===== config.mk =====
export PLATFORM = sky130hd
export DESIGN_NAME = alu_issue_stage
export DESIGN_NICKNAME = d
export VERILOG_FILES = /design/src/rtl/alu_pkg.sv /design/src/rtl/alu_ctrl_decode.sv /design/src/rtl/alu_issue_stage.sv
export SDC_FILE = /design/constraint.sdc
export NUM_CORES = 1
export LEC_CHECK = 0
export ABC_AREA = 1
export BUFFER_PORTS_ARGS = -buffer_cell sky130_fd_sc_hd__buf_2
export CAP_MARGIN = 0
export CORE_ASPECT_RATIO = 0.5
export CORE_MARGIN = 1
export CORE_UTILIZATION = 48
export DETAILED_ROUTE_END_ITERATION = 6
export PLACE_DENSITY = 0.85
export REMOVE_ABC_BUFFERS = 1
export SLEW_MARGIN = 20
export SYNTH_ARGS = -nofsm -noshare
export SYNTH_HDL_FRONTEND = slang
export SYNTH_SLANG_ARGS = --single-unit

===== constraint.sdc =====
create_clock -name i_clk -period 7.37 [get_ports i_clk]
set_input_delay 1.474 -clock i_clk [delete_from_list [all_inputs] [get_ports i_clk]]
set_output_delay 1.474 -clock i_clk [all_outputs]
set_load 0.03 [all_outputs]

===== src/rtl/alu_pkg.sv =====
// alu_pkg: shared constants for the ID/EX issue stage.
//   - default datapath / register-index widths
//   - ALU function codes (driven on ex_signal) and opcode constants
//   - immediate-select enum, EX control struct and the bubble control word
package alu_pkg;

    localparam int DW_DEF = 32;
    localparam int RW_DEF = 5;

    localparam logic [5:0] SIG_AND = 6'b100100;
    localparam logic [5:0] SIG_OR  = 6'b100101;
    localparam logic [5:0] SIG_ADD = 6'b100000;
    localparam logic [5:0] SIG_SUB = 6'b100010;
    localparam logic [5:0] SIG_SLT = 6'b101010;

    localparam logic [5:0] OP_RTYPE = 6'b000000;
    localparam logic [5:0] OP_ADDI  = 6'b001000;
    localparam logic [5:0] OP_ANDI  = 6'b001100;
    localparam logic [5:0] OP_ORI   = 6'b001101;
    localparam logic [5:0] OP_LW    = 6'b100011;
    localparam logic [5:0] OP_SW    = 6'b101011;
    localparam logic [5:0] OP_BEQ   = 6'b000100;

    typedef enum logic [1:0] {
        IMM_NONE = 2'd0,
        IMM_SEXT = 2'd1,
        IMM_ZEXT = 2'd2
    } imm_sel_e;

    typedef struct packed {
        logic reg_write;
        logic mem_read;
        logic mem_write;
        logic branch;
        logic illegal;
    } ex_ctrl_t;

    localparam ex_ctrl_t CTRL_BUBBLE = '0;

endpackage


===== src/rtl/alu_ctrl_decode.sv =====
// alu_ctrl_decode: combinational instruction decode for the issue stage.
// Ports:
//   i_op, i_funct      opcode / function fields
//   i_rt, i_rd         register fields (destination select)
//   o_signal           ALU function code
//   o_imm_sel          operand-B source: register, sign- or zero-extended immediate
//   o_ctrl             reg_write / mem_read / mem_write / branch / illegal
//   o_wr_reg           destination register (0 when nothing is written)
//   o_uses_rt          rt is a real source operand (R-type, sw, beq)
module alu_ctrl_decode
    import alu_pkg::*;
(
    input  logic [5:0] i_op,
    input  logic [5:0] i_funct,
    input  logic [4:0] i_rt,
    input  logic [4:0] i_rd,
    output logic [5:0] o_signal,
    output imm_sel_e   o_imm_sel,
    output ex_ctrl_t   o_ctrl,
    output logic [4:0] o_wr_reg,
    output logic       o_uses_rt
);

    always_comb begin
        o_signal  = SIG_ADD;
        o_imm_sel = IMM_NONE;
        o_ctrl    = CTRL_BUBBLE;
        o_wr_reg  = '0;
        o_uses_rt = 1'b0;
        case (i_op)
            OP_RTYPE: begin
                case (i_funct)
                    SIG_AND, SIG_OR, SIG_ADD, SIG_SUB, SIG_SLT: begin
                        o_signal         = i_funct;
                        o_wr_reg         = i_rd;
                        o_ctrl.reg_write = 1'b1;
                        o_uses_rt        = 1'b1;
                    end
                    default: o_ctrl.illegal = 1'b1;
                endcase
            end
            OP_ADDI: begin
                o_imm_sel        = IMM_SEXT;
                o_wr_reg         = i_rt;
                o_ctrl.reg_write = 1'b1;
            end
            OP_ANDI: begin
                o_signal         = SIG_AND;
                o_imm_sel        = IMM_ZEXT;
                o_wr_reg         = i_rt;
                o_ctrl.reg_write = 1'b1;
            end
            OP_ORI: begin
                o_signal         = SIG_OR;
                o_imm_sel        = IMM_ZEXT;
                o_wr_reg         = i_rt;
                o_ctrl.reg_write = 1'b1;
            end
            OP_LW: begin
                o_imm_sel        = IMM_SEXT;
                o_wr_reg         = i_rt;
                o_ctrl.reg_write = 1'b1;
                o_ctrl.mem_read  = 1'b1;
            end
            OP_SW: begin
                o_imm_sel        = IMM_SEXT;
                o_ctrl.mem_write = 1'b1;
                o_uses_rt        = 1'b1;
            end
            OP_BEQ: begin
                o_signal      = SIG_SUB;
                o_ctrl.branch = 1'b1;
                o_uses_rt     = 1'b1;
            end
            default: o_ctrl.illegal = 1'b1;
        endcase
        // Writes to register 0 are discarded, so they must not look like producers.
        if (o_wr_reg == 5'd0) o_ctrl.reg_write = 1'b0;
    end

endmodule


===== src/rtl/alu_issue_stage.sv =====
// alu_issue_stage: ID/EX pipeline register feeding the ALU, with RAW/load-use
// hazard detection and optional EX-stage operand forwarding.
// Build option: define ALU_ISSUE_FWD_EN to enable forwarding from MEM/WB.
// Ports:
//   i_clk, i_rst                      clock, synchronous active-high reset
//   i_id_valid/instr/rs_data/rt_data  instruction and register operands from ID
//   i_stall_in, i_flush               downstream hold, branch kill
//   i_mem_*, i_wb_*                   downstream destination / result info
//   o_hazard_stall                    combinational hold request to PC and IF/ID
//   o_ex_*                            registered EX slot (operands possibly forwarded)
module alu_issue_stage
    import alu_pkg::*;
#(
    parameter int DW = DW_DEF,
    parameter int RW = RW_DEF
) (
    input  logic          i_clk,
    input  logic          i_rst,
    input  logic          i_id_valid,
    input  logic [31:0]   i_id_instr,
    input  logic [DW-1:0] i_id_rs_data,
    input  logic [DW-1:0] i_id_rt_data,
    input  logic          i_stall_in,
    input  logic          i_flush,
    input  logic [RW-1:0] i_mem_wr_reg,
    input  logic          i_mem_reg_write,
    input  logic [DW-1:0] i_mem_result,
    input  logic [RW-1:0] i_wb_wr_reg,
    input  logic          i_wb_reg_write,
    input  logic [DW-1:0] i_wb_result,
    output logic          o_hazard_stall,
    output logic          o_ex_valid,
    output logic [5:0]    o_ex_signal,
    output logic [DW-1:0] o_ex_dataA,
    output logic [DW-1:0] o_ex_dataB,
    output logic [DW-1:0] o_ex_store_data,
    output logic [RW-1:0] o_ex_wr_reg,
    output logic          o_ex_reg_write,
    output logic          o_ex_mem_read,
    output logic          o_ex_mem_write,
    output logic          o_ex_branch,
    output logic          o_ex_illegal
);

    logic [5:0]    w_dec_signal;
    imm_sel_e      w_dec_imm_sel;
    ex_ctrl_t      w_dec_ctrl;
    logic [4:0]    w_dec_wr_reg;
    logic          w_dec_uses_rt;

    logic [RW-1:0] w_rs;
    logic [RW-1:0] w_rt;
    logic [DW-1:0] w_id_b;
    logic          w_rs_hit;
    logic          w_rt_hit;
    logic          w_hazard;
    logic          w_load_id;

    logic          r_ex_valid;
    logic [5:0]    r_ex_signal;
    ex_ctrl_t      r_ex_ctrl;
    logic [DW-1:0] r_ex_dataA;
    logic [DW-1:0] r_ex_dataB;
    logic [DW-1:0] r_ex_store;
    logic [RW-1:0] r_ex_wr_reg;
    logic [RW-1:0] r_ex_rs;
    logic [RW-1:0] r_ex_rt;
    logic          r_ex_b_imm;

    alu_ctrl_decode u_decode (
        .i_op      (i_id_instr[31:26]),
        .i_funct   (i_id_instr[5:0]),
        .i_rt      (i_id_instr[20:16]),
        .i_rd      (i_id_instr[15:11]),
        .o_signal  (w_dec_signal),
        .o_imm_sel (w_dec_imm_sel),
        .o_ctrl    (w_dec_ctrl),
        .o_wr_reg  (w_dec_wr_reg),
        .o_uses_rt (w_dec_uses_rt)
    );

    assign w_rs = RW'(i_id_instr[25:21]);
    assign w_rt = RW'(i_id_instr[20:16]);

    always_comb begin
        case (w_dec_imm_sel)
            IMM_SEXT: w_id_b = {{(DW-16){i_id_instr[15]}}, i_id_instr[15:0]};
            IMM_ZEXT: w_id_b = {{(DW-16){1'b0}}, i_id_instr[15:0]};
            default:  w_id_b = i_id_rt_data;
        endcase
    end

`ifdef ALU_ISSUE_FWD_EN
    // Only a load in EX cannot be covered by forwarding.
    assign w_rs_hit = (w_rs != '0) && r_ex_valid && r_ex_ctrl.mem_read && (r_ex_wr_reg == w_rs);
    assign w_rt_hit = (w_rt != '0) && r_ex_valid && r_ex_ctrl.mem_read && (r_ex_wr_reg == w_rt);
`else
    // Without forwarding any producer in EX or MEM blocks; WB is covered by the
    // register file writing before it is read.
    assign w_rs_hit = (w_rs != '0) &&
                      ((r_ex_valid && r_ex_ctrl.reg_write && (r_ex_wr_reg == w_rs)) ||
                       (i_mem_reg_write && (i_mem_wr_reg == w_rs)));
    assign w_rt_hit = (w_rt != '0) &&
                      ((r_ex_valid && r_ex_ctrl.reg_write && (r_ex_wr_reg == w_rt)) ||
                       (i_mem_reg_write && (i_mem_wr_reg == w_rt)));
`endif

    assign w_hazard       = i_id_valid && !i_stall_in && !i_flush &&
                            (w_rs_hit || (w_dec_uses_rt && w_rt_hit));
    assign o_hazard_stall = w_hazard;
    assign w_load_id      = i_id_valid && !w_hazard && !i_flush;

    // Flush overrides the downstream hold; otherwise the slot only moves when not held.
    always_ff @(posedge i_clk) begin
        if (i_rst) begin
            r_ex_valid  <= 1'b0;
            r_ex_signal <= SIG_ADD;
            r_ex_ctrl   <= CTRL_BUBBLE;
            r_ex_dataA  <= '0;
            r_ex_dataB  <= '0;
            r_ex_store  <= '0;
            r_ex_wr_reg <= '0;
            r_ex_rs     <= '0;
            r_ex_rt     <= '0;
            r_ex_b_imm  <= 1'b0;
        end else if (i_flush || !i_stall_in) begin
            if (w_load_id) begin
                r_ex_valid  <= 1'b1;
                r_ex_signal <= w_dec_signal;
                r_ex_ctrl   <= w_dec_ctrl;
                r_ex_dataA  <= i_id_rs_data;
                r_ex_dataB  <= w_id_b;
                r_ex_store  <= i_id_rt_data;
                r_ex_wr_reg <= RW'(w_dec_wr_reg);
                r_ex_rs     <= w_rs;
                r_ex_rt     <= w_dec_uses_rt ? w_rt : '0;
                r_ex_b_imm  <= (w_dec_imm_sel != IMM_NONE);
            end else begin
                r_ex_valid  <= 1'b0;
                r_ex_signal <= SIG_ADD;
                r_ex_ctrl   <= CTRL_BUBBLE;
                r_ex_dataA  <= '0;
                r_ex_dataB  <= '0;
                r_ex_store  <= '0;
                r_ex_wr_reg <= '0;
                r_ex_rs     <= '0;
                r_ex_rt     <= '0;
                r_ex_b_imm  <= 1'b0;
            end
        end
    end

`ifdef ALU_ISSUE_FWD_EN
    // Source index 0 never matches, so bubbles and unused rt fall through.
    function automatic logic [DW-1:0] fwd_sel(input logic [RW-1:0] src, input logic [DW-1:0] reg_val);
        if (src != '0 && i_mem_reg_write && i_mem_wr_reg == src)
            return i_mem_result;
        else if (src != '0 && i_wb_reg_write && i_wb_wr_reg == src)
            return i_wb_result;
        else
            return reg_val;
    endfunction

    assign o_ex_dataA      = fwd_sel(r_ex_rs, r_ex_dataA);
    assign o_ex_dataB      = r_ex_b_imm ? r_ex_dataB : fwd_sel(r_ex_rt, r_ex_dataB);
    assign o_ex_store_data = fwd_sel(r_ex_rt, r_ex_store);
`else
    logic w_unused;
    assign w_unused = ^{i_mem_result, i_wb_wr_reg, i_wb_reg_write, i_wb_result,
                        r_ex_rs, r_ex_rt, r_ex_b_imm};

    assign o_ex_dataA      = r_ex_dataA;
    assign o_ex_dataB      = r_ex_dataB;
    assign o_ex_store_data = r_ex_store;
`endif

    assign o_ex_valid     = r_ex_valid;
    assign o_ex_signal    = r_ex_signal;
    assign o_ex_wr_reg    = r_ex_wr_reg;
    assign o_ex_reg_write = r_ex_ctrl.reg_write;
    assign o_ex_mem_read  = r_ex_ctrl.mem_read;
    assign o_ex_mem_write = r_ex_ctrl.mem_write;
    assign o_ex_branch    = r_ex_ctrl.branch;
    assign o_ex_illegal   = r_ex_ctrl.illegal;

endmodule


==> impl_metrics.toml, run 1 <==
[floorplanning]
io_pins = 291
dieArea_sq_um = 11500
num_rows = 26
start_util_pct = 50.8
die_w_um = 151
dieHeight_um = 76.5
coreArea_sq_um = 10500

[critical_path]
endpoint_kind = "output pin"
cp.arrival_ns = 3.13
crit_required_ns = 5.90
reg2reg_slack_ns = 4.57
reg2reg_depth = 12
start_kind = "input pin"
critical_path.max_fanout = 38
path_class = "input pin to output pin"

[sta]
fin_crit_sh_pct = 62.4
max_slew.worst_pin.slew_ns = 1.10
setup_tns_ns = 0
slew_headroom_pct = 26.5
report.final.slew_viol_count = 0
min_period_ns = 4.60
grt_setup_unrepaired = "no"
hold_viol_final = 0
setup_violations = 0
clock_skew_ns = 0.00876
clock.fmax_mhz = 217

[clock_network]
cts_resized = 0
clk_pin_slew_ns = 0.05
hold_buffers = 0
cts_tree = "done"
cts_made_buffers = 17
insertion_delay_ns = 0.40
root_buffer = "clkbuf_16"
cts_num_sinks = 113
cts_max_path_buffers = 2
cts_setup_buffers = 0
h-tree-depth = 4

[run]
drv_cap = 0

[synth]
syn_avg_cell_area_sq_um = 6.76
syn_area_sq_um = 5320
seq_area_frac_synth_pct = 42.5
synth_seq_cells = 113
ys_warn_count = 0
ys_types = 26
synth_top_area_share_pct = 42.5
ys_top_cells_by_area = "dfxtp_1 (42%), nand2_1 (16%), nand4_1 (11%)"
syn_inst = 787
synth_top_area_cell = "dfxtp_1"

[final_layout]
seq_area_sq_um = 2260
fin_util_pct = 66.7
nets = 1157
nFillCells = 945
syn_to_final_growth_pct = 31.2
multi_input_area_sq_um = 2620
antenna_cells = 0
layout-drive-gt1-share_pct = 29.4

[power]
p_sw_share_pct = 24.5
p_comb_share_pct = 10.0
p_clk_share_pct = 49.4
seq_power_share_pct = 40.5
peakVddDrop_mv = 0.175
power_density_nw_per_um2 = 222
p_switching_mw = 0.381
p_int_mw = 1.17
power.leakage_nw = 3.45

[routing]
vias_per_cell = 5.34
drtIter0Drc = 483
firstDrtPassIters = 5
routedWlPerCell_um = 14.3
route.detailed.drc = 0
via_count = 6032
drt.antenna.violating_nets = 0
drt_wl_total_um = 16200

[placed_design]
port_buffers = 220
place_congestion = 0.937
dp_hpwl_um = 10300

[grt]
overflow = 0
antenna_found_initial = 0
grt_max_degree = 112
grt_pass1_wl_um = 25600
grt_pass1_vias = 5439
grt_usage_pct = 27.6

[status]
outcome = "finished, final reports clean"

[hold_path]
hp-class = "flip-flop to flip-flop"
whs_path_depth = 2
## metrics by stage
step	cells	worst slack, ns	power [mW]	area, sq um	hold slack (ns)
final	1130	2.77	1.55	6980	0.433
after global routing	1130	2.58	1.60	6980	0.459
after CTS	1129	2.78	1.55	6960	0.435
after detailed placement	1098	2.80	0.793	6410	0.422
after global placement	1098	2.83	0.790	6410	0.416
after floorplan	731	1.99	0.721	5080	0.570
## per-layer routing
metal / wire, um / vias to the layer above / track usage, %
met5: 0 / - / 0
met4: 497 / 0 / 12.3
met3: 1060 / 42 / 5.63
met2: 7970 / 284 / 46.8
met1: 6650 / 2748 / 33.6
li1: - / 2958 / -
## power groups by stage
stage | clock network (mW) | registers (mW) | logic (mW)
2_1_floorplan | 0 | 0.664 | 0.0567
3_3_place_gp | 0 | 0.641 | 0.149
3_5_place_dp | 0 | 0.641 | 0.152
4_1_cts | 0.772 | 0.629 | 0.153
5_1_grt | 0.805 | 0.630 | 0.169
6_report | 0.767 | 0.629 | 0.156
## synthesized netlist by cell type
master,instances
nor3_1,1
nor2_4,1
nand2_1,231
buf_2,12
a21oi_1,95
or2_2,20
buf_4,2
o21ai_1,2
inv_2,7
a21boi_1,1
nand2_2,2
nor2_2,2
inv_1,47
nand3_4,2
clkbuf_1,36
o21ai_0,4
buf_6,2
ha_1,2
nand3_1,10
nand2_4,1
o22ai_1,1
nor2_1,98
buf_1,4
nand4_1,90
dfxtp_1,113
and2_1,1
## cell usage in the layout (no fill, tap or decap)
cell type and count:
inv_1 46, clkbuf_1 4, nand3_1 10, o21ai_0 4, or2_2 20, nor2_1 98
o21ai_1 2, clkinv_2 6, nand2_4 1, nand2_2 2, o22ai_1 1, and2_1 1
nand2_1 231, clkbuf_16 17, inv_2 7, buf_12 1, nand4_1 90, clkbuf_8 4
dfxtp_1 113, a21oi_1 95, nor2_2 1, nand3_4 2, buf_4 8, bufinv_16 1
a21boi_1 1, ha_1 2, nor2_4 2, buf_2 219, nor3_1 1
## layout make-up
cell class	count	share of cell area (%)
inverters	54	2.92
multi-input cells	564	37.5
well taps	140	2.51
repair buffers	228	16.8
flip-flops and latches	113	32.4
clock buffers	25	7.09
clock inverters	6	0.788
## worst paths after layout
check            startpoint              to
max reg2reg  o_ex_wr_reg[3]  o_ex_dataB[30]
min reg2reg  o_ex_signal[5]  o_ex_signal[5]
max           i_id_instr[4]  o_hazard_stall
min          o_ex_signal[5]  o_ex_signal[5]
## critical path, stage by stage
cell	delay [ns]
buf_2	0.11
nor2_1	0.14
nand2_1	0.07
nor2_1	0.21
nand2_4	0.12
nand2_2	0.11
nand3_4	0.38
a21boi_1	0.25
buf_2	0.23
## logic make-up (layout without fill, tap and decap cells)
kind of cell    Yosys count  after routing  share of synthesized area [%]
buf+inv                 110            313                           8.46
simple gates            459            459                           38.8
compound gates          103            103                           9.75
flops                   113            113                           42.5
fa+ha+maj                 2              2                          0.470
Note: power is estimated with default switching activity, not from simulation.
==> inputs of run 2 (changes only) <==
CORE_UTILIZATION = 41   (was 48)
PLACE_DENSITY = 0.77   (was 0.85)
clock period = 4.15 ns   (was 7.37 ns; I/O delays follow)
==> run 2 against run 1 <==
Net effect: non-clock buffer count rose by 2; count of clock-buffer cells in the layout fell by 3; global-route usage down 3.7 points; critical endpoint unchanged; largest power group unchanged.
==> impl_metrics.toml, run 2 (synthesis gave the netlist of run 1 again) <==
[status]
outcome = "finished, final reports clean"

[grt]
antenna_found_initial = 0
overflow = 0
grt_max_degree = 89
grt_pass1_wl_um = 25700
grt_usage_pct = 23.9
grt_pass1_vias = 5371

[sta]
report.final.slew_viol_count = 0
setup_tns_ns = 0
slew_headroom_pct = 38.6
setup_violations = 0
clock.fmax_mhz = 321
grt_setup_unrepaired = "no"
max_slew.worst_pin.slew_ns = 0.921
hold_viol_final = 0
fin_crit_sh_pct = 75.1
min_period_ns = 3.12
clock_skew_ns = 0.00682
setup_slack_ns = 1.03

[critical_path]
crit_required_ns = 3.32
path_class = "input pin to output pin"
startpoint = "i_id_instr[23]"
endpoint_kind = "output pin"
critical_path.max_fanout = 49
reg2reg_depth = 12
timing.rr.start = "o_ex_wr_reg[0]"
start_kind = "input pin"
cp.arrival_ns = 2.29

[clock_network]
cts_tree = "done"
cts_num_sinks = 113
cts_made_buffers = 17
cts_resized = 0
hold_buffers = 0
cts_max_path_buffers = 2
root_buffer = "clkbuf_16"
insertion_delay_ns = 0.40
cts_setup_buffers = 0
clk_pin_slew_ns = 0.05
h-tree-depth = 4

[final_layout]
nets = 1159
final_cell_mix = "nand2_1 (231), buf_2 (219), dfxtp_1 (113), nor2_1 (98), a21oi_1 (95)"
layout-drive-gt1-share_pct = 29.8
syn_to_final_growth_pct = 33.9
layout_commonest_cell = "nand2_1"
nFillCells = 1139
fin_area_sq_um = 7130
antenna_cells = 0

[power]
p_clk_share_pct = 53.6
p_switching_mw = 0.688
power_density_nw_per_um2 = 421
peakVddDrop_mv = 0.304
p_sw_share_pct = 23.0
power.leakage_nw = 3.50
p_comb_share_pct = 9.2
p_int_mw = 2.31
seq_power_share_pct = 37.2

[floorplanning]
start_util_pct = 43.5
io_pins = 291
coreArea_sq_um = 12200
num_rows = 28
dieArea_sq_um = 13500
dieHeight_um = 82.6
die_w_um = 163

[placed_design]
pre_cts_ws_ns = 1.04
dpl_cell_area_sq_um = 6470
place_congestion = 0.897
dp_hpwl_um = 10800
port_buffers = 220

[routing]
route.detailed.drc = 0
drtIter0Drc = 419
via_count = 5996
firstDrtPassIters = 5
drt.antenna.violating_nets = 0
vias_per_cell = 5.18
routedWlPerCell_um = 14.2
drt_wl_total_um = 16400

[hold_path]
hp-class = "flip-flop to flip-flop"
whs_path_depth = 2
hold_start = "o_ex_signal[5]"

[run]
drv_cap = 0
==> run 2: through the flow <==
| stage | utilization (%) | hold slack [ns] | instances | total power [mW] |
|---|---|---|---|---|
| floorplan | - | 0.570 | 731 | 1.28 |
| global placement | 52.9 | 0.422 | 1126 | 1.41 |
| detailed placement | 52.9 | 0.430 | 1126 | 1.41 |
| CTS | 58.3 | 0.444 | 1158 | 3.02 |
| global route | 58.3 | 0.460 | 1158 | 3.11 |
| finish | 58.3 | 0.439 | 1158 | 3.00 |
==> run 2: power groups by stage <==
stage | Clock [mW] | Sequential [mW] | Combinational [mW]
2_1_floorplan | 0 | 1.18 | 0.101
3_3_place_gp | 0 | 1.14 | 0.269
3_5_place_dp | 0 | 1.14 | 0.273
4_1_cts | 1.63 | 1.12 | 0.275
5_1_grt | 1.69 | 1.12 | 0.303
6_report | 1.61 | 1.12 | 0.275
==> run 2: metal layers <==
layer	global-route usage (%)	part of all wire (%)	vias up
met4	13.2	3.6	0
met1	29.2	42	2766
li1	-	-	2966
met2	40.8	49	217
met3	4.35	5.5	47
met5	0	0	-
==> run 2: cell type report <==
type	count	area (sq um)	share of cell area (%)
inverter	54	204	2.86
sequential	113	2260	31.7
multi-input combinational	564	2620	36.8
timing repair buffer	230	1180	16.5
clock buffer	22	474	6.65
tap	165	206	2.90
clock inverter	10	180	2.53
==> run 2: path summary, 6_finish.rpt <==
| path | end | slack, ns |
|---|---|---|
| worst min register to register | o_ex_signal[5] | 0.44 |
| worst max register to register | o_ex_dataB[7] | 1.81 |
| worst min-delay path | o_ex_signal[5] | 0.44 |
| worst max-delay path | o_hazard_stall | 1.03 |
==> run 2: critical path, cell delays in order <==
cell,delay [ns]
buf_2,0.13
inv_2,0.04
nand2_1,0.05
nand2_1,0.06
nor2_1,0.10
nand3_1,0.08
nand2_1,0.11
nand2_4,0.31
a21boi_1,0.27
buf_2,0.28
==> inputs of run 3 (changes only) <==
CORE_UTILIZATION = 45   (was 41)
PLACE_DENSITY = 0.81   (was 0.77)
clock period = 2.9 ns   (was 4.15 ns; I/O delays follow)
==> run 3 against run 2 <==
Net effect: clock skew is 0.0032 ns higher; highest routed layer unchanged; count of clock-buffer cells in the layout increased by 1; via count increased by 0.35%; largest cell class unchanged; final area shrank 1.0%; wire length fell by 3.4%.
==> impl_metrics.toml, run 3 (synthesis gave the netlist of run 1 again) <==
[final_layout]
fin_util_pct = 62.7
nFillCells = 1021
antenna_cells = 0
syn_to_final_growth_pct = 32.5
layout_commonest_cell = "nand2_1"
multi_input_area_sq_um = 2620
nets = 1161
final_cell_mix = "nand2_1 (231), buf_2 (219), dfxtp_1 (113), nor2_1 (98), a21oi_1 (95)"
layout-drive-gt1-share_pct = 29.8
seq_area_sq_um = 2260

[sta]
setup_violations = 0
grt_setup_unrepaired = "no"
slew_headroom_pct = 63.1
setup_tns_ns = 0
clock.fmax_mhz = 374
clock_skew_ns = 0.0100
min_period_ns = 2.68
max_slew.worst_pin.slew_ns = 0.554
report.final.slew_viol_count = 0
fin_crit_sh_pct = 92.2
hold_viol_final = 0

[clock_network]
cts_setup_buffers = 0
insertion_delay_ns = 0.40
hold_buffers = 0
cts_num_sinks = 113
cts_made_buffers = 17
root_buffer = "clkbuf_16"
cts_resized = 0
cts_max_path_buffers = 2
clk_pin_slew_ns = 0.05
h-tree-depth = 4
cts_tree = "done"

[floorplanning]
io_pins = 291
num_rows = 27
dieHeight_um = 78.9
die_w_um = 156
coreArea_sq_um = 11200
start_util_pct = 47.3
dieArea_sq_um = 12300

[grt]
grt_max_degree = 89
grt_pass1_vias = 5379
overflow = 0
grt_pass1_wl_um = 25000
grt_usage_pct = 25.3
antenna_found_initial = 0

[critical_path]
path_class = "input pin to output pin"
critical_path.cell_chain = "buf_2 -> nor2_1 -> nand2_1 -> nor2_2 -> nand2_4 -> nand2_2 -> nand3_4 -> a21boi_1 -> buf_2"
endpoint_kind = "output pin"
crit_required_ns = 2.32
crit_buf_inv = 2
cpLargestDelayFamily = "simple AND/OR/NAND/NOR gates"
critPathMaxStageDelay_ns = 0.34
path_common_cell = "buf_2"
reg2reg_depth = 11
cp_slowest_cell = "a21boi_1"
r2r-end = "o_ex_dataB[28]"
timing.rr.start = "o_ex_wr_reg[3]"
reg2reg_slack_ns = 0.83
cp.arrival_ns = 2.10
critical_path.max_fanout = 8
start_kind = "input pin"

[routing]
via_count = 6017
route.detailed.drc = 0
drt_wl_total_um = 15800
vias_per_cell = 5.22
routedWlPerCell_um = 13.8
firstDrtPassIters = 7
drt.antenna.violating_nets = 0
drtIter0Drc = 494

[hold_path]
whs_endpoint = "o_ex_signal[5]"
whs_path_depth = 2
hold_start = "o_ex_signal[5]"
hp-class = "flip-flop to flip-flop"

[power]
total_power_mw = 3.83
power_density_nw_per_um2 = 543
power.leakage_nw = 3.48
peakVddDrop_mv = 0.456

[status]
outcome = "finished, final reports clean"

[placed_design]
dp_hpwl_um = 10600
place_congestion = 0.862
port_buffers = 220

[run]
drv_cap = 0
[run 3: cell types whose count changed in the layout (fill, tap and decap cells not counted)]
cell | previous run | this run
clkbuf_8 | 3 | 4
buf_12 | 0 | 4
buf_4 | 11 | 9
clkinv_2 | 4 | 8
bufinv_16 | 5 | 0
clkinvlp_4 | 2 | 0
[run 3: power by group]
part / total, mW / switching [mW] / internal [mW]
Combinational: 0.399 / 0.258 / 0.141
Sequential: 1.60 / 0.0139 / 1.58
Clock: 1.83 / 0.673 / 1.16
[run 3: stage by stage]
step                      cells  hold slack, ns  worst slack [ns]  cell area, sq um
after detailed placement   1122           0.430             0.253              6530
after floorplan             731           0.570            -0.695              5080
final                      1152           0.446             0.225              7050
after CTS                  1152           0.441             0.246              7050
after global routing       1152           0.438             0.119              7050
after global placement     1122           0.426             0.296              6530
[run 3: layout make-up]
| type | instances | share of cell area, % |
|---|---|---|
| Tap cell | 159 | 2.82 |
| Multi-Input combinational cell | 564 | 37.2 |
| Timing Repair Buffer | 232 | 17.6 |
| Clock inverter | 7 | 0.497 |
| Clock buffer | 23 | 6.92 |
| Sequential cell | 113 | 32.1 |
| Inverter | 54 | 2.89 |
[run 3: worst max path at each step]
stage                    from        endpoint  slack (ns)  cells past startpoint
6_report       i_id_instr[31]  o_hazard_stall        0.22                      9
3_3_place_gp    i_id_instr[4]  o_hazard_stall        0.30                      9
4_1_cts        i_id_instr[31]  o_hazard_stall        0.25                      9
2_1_floorplan         i_flush  o_hazard_stall       -0.70                      4
5_1_grt        i_id_instr[31]  o_hazard_stall        0.12                      9
3_5_place_dp   i_id_instr[31]  o_hazard_stall        0.25                      9
[run 3: routing by layer]
metal	vias to the layer above	share of wire (%)	GRT usage [%]
met2	235	47	43.2
met5	-	0	0
met4	0	4.2	13.9
met3	53	6.2	5.51
li1	2976	-	-
met1	2753	42	30.1
[run 3: tightest hold or removal path, delay by kind of cell (launching register included)]
| family | cells | cell delay (ns) |
|---|---|---|
| flops | 1 | 0.33 |
| simple gates | 2 | 0.09 |
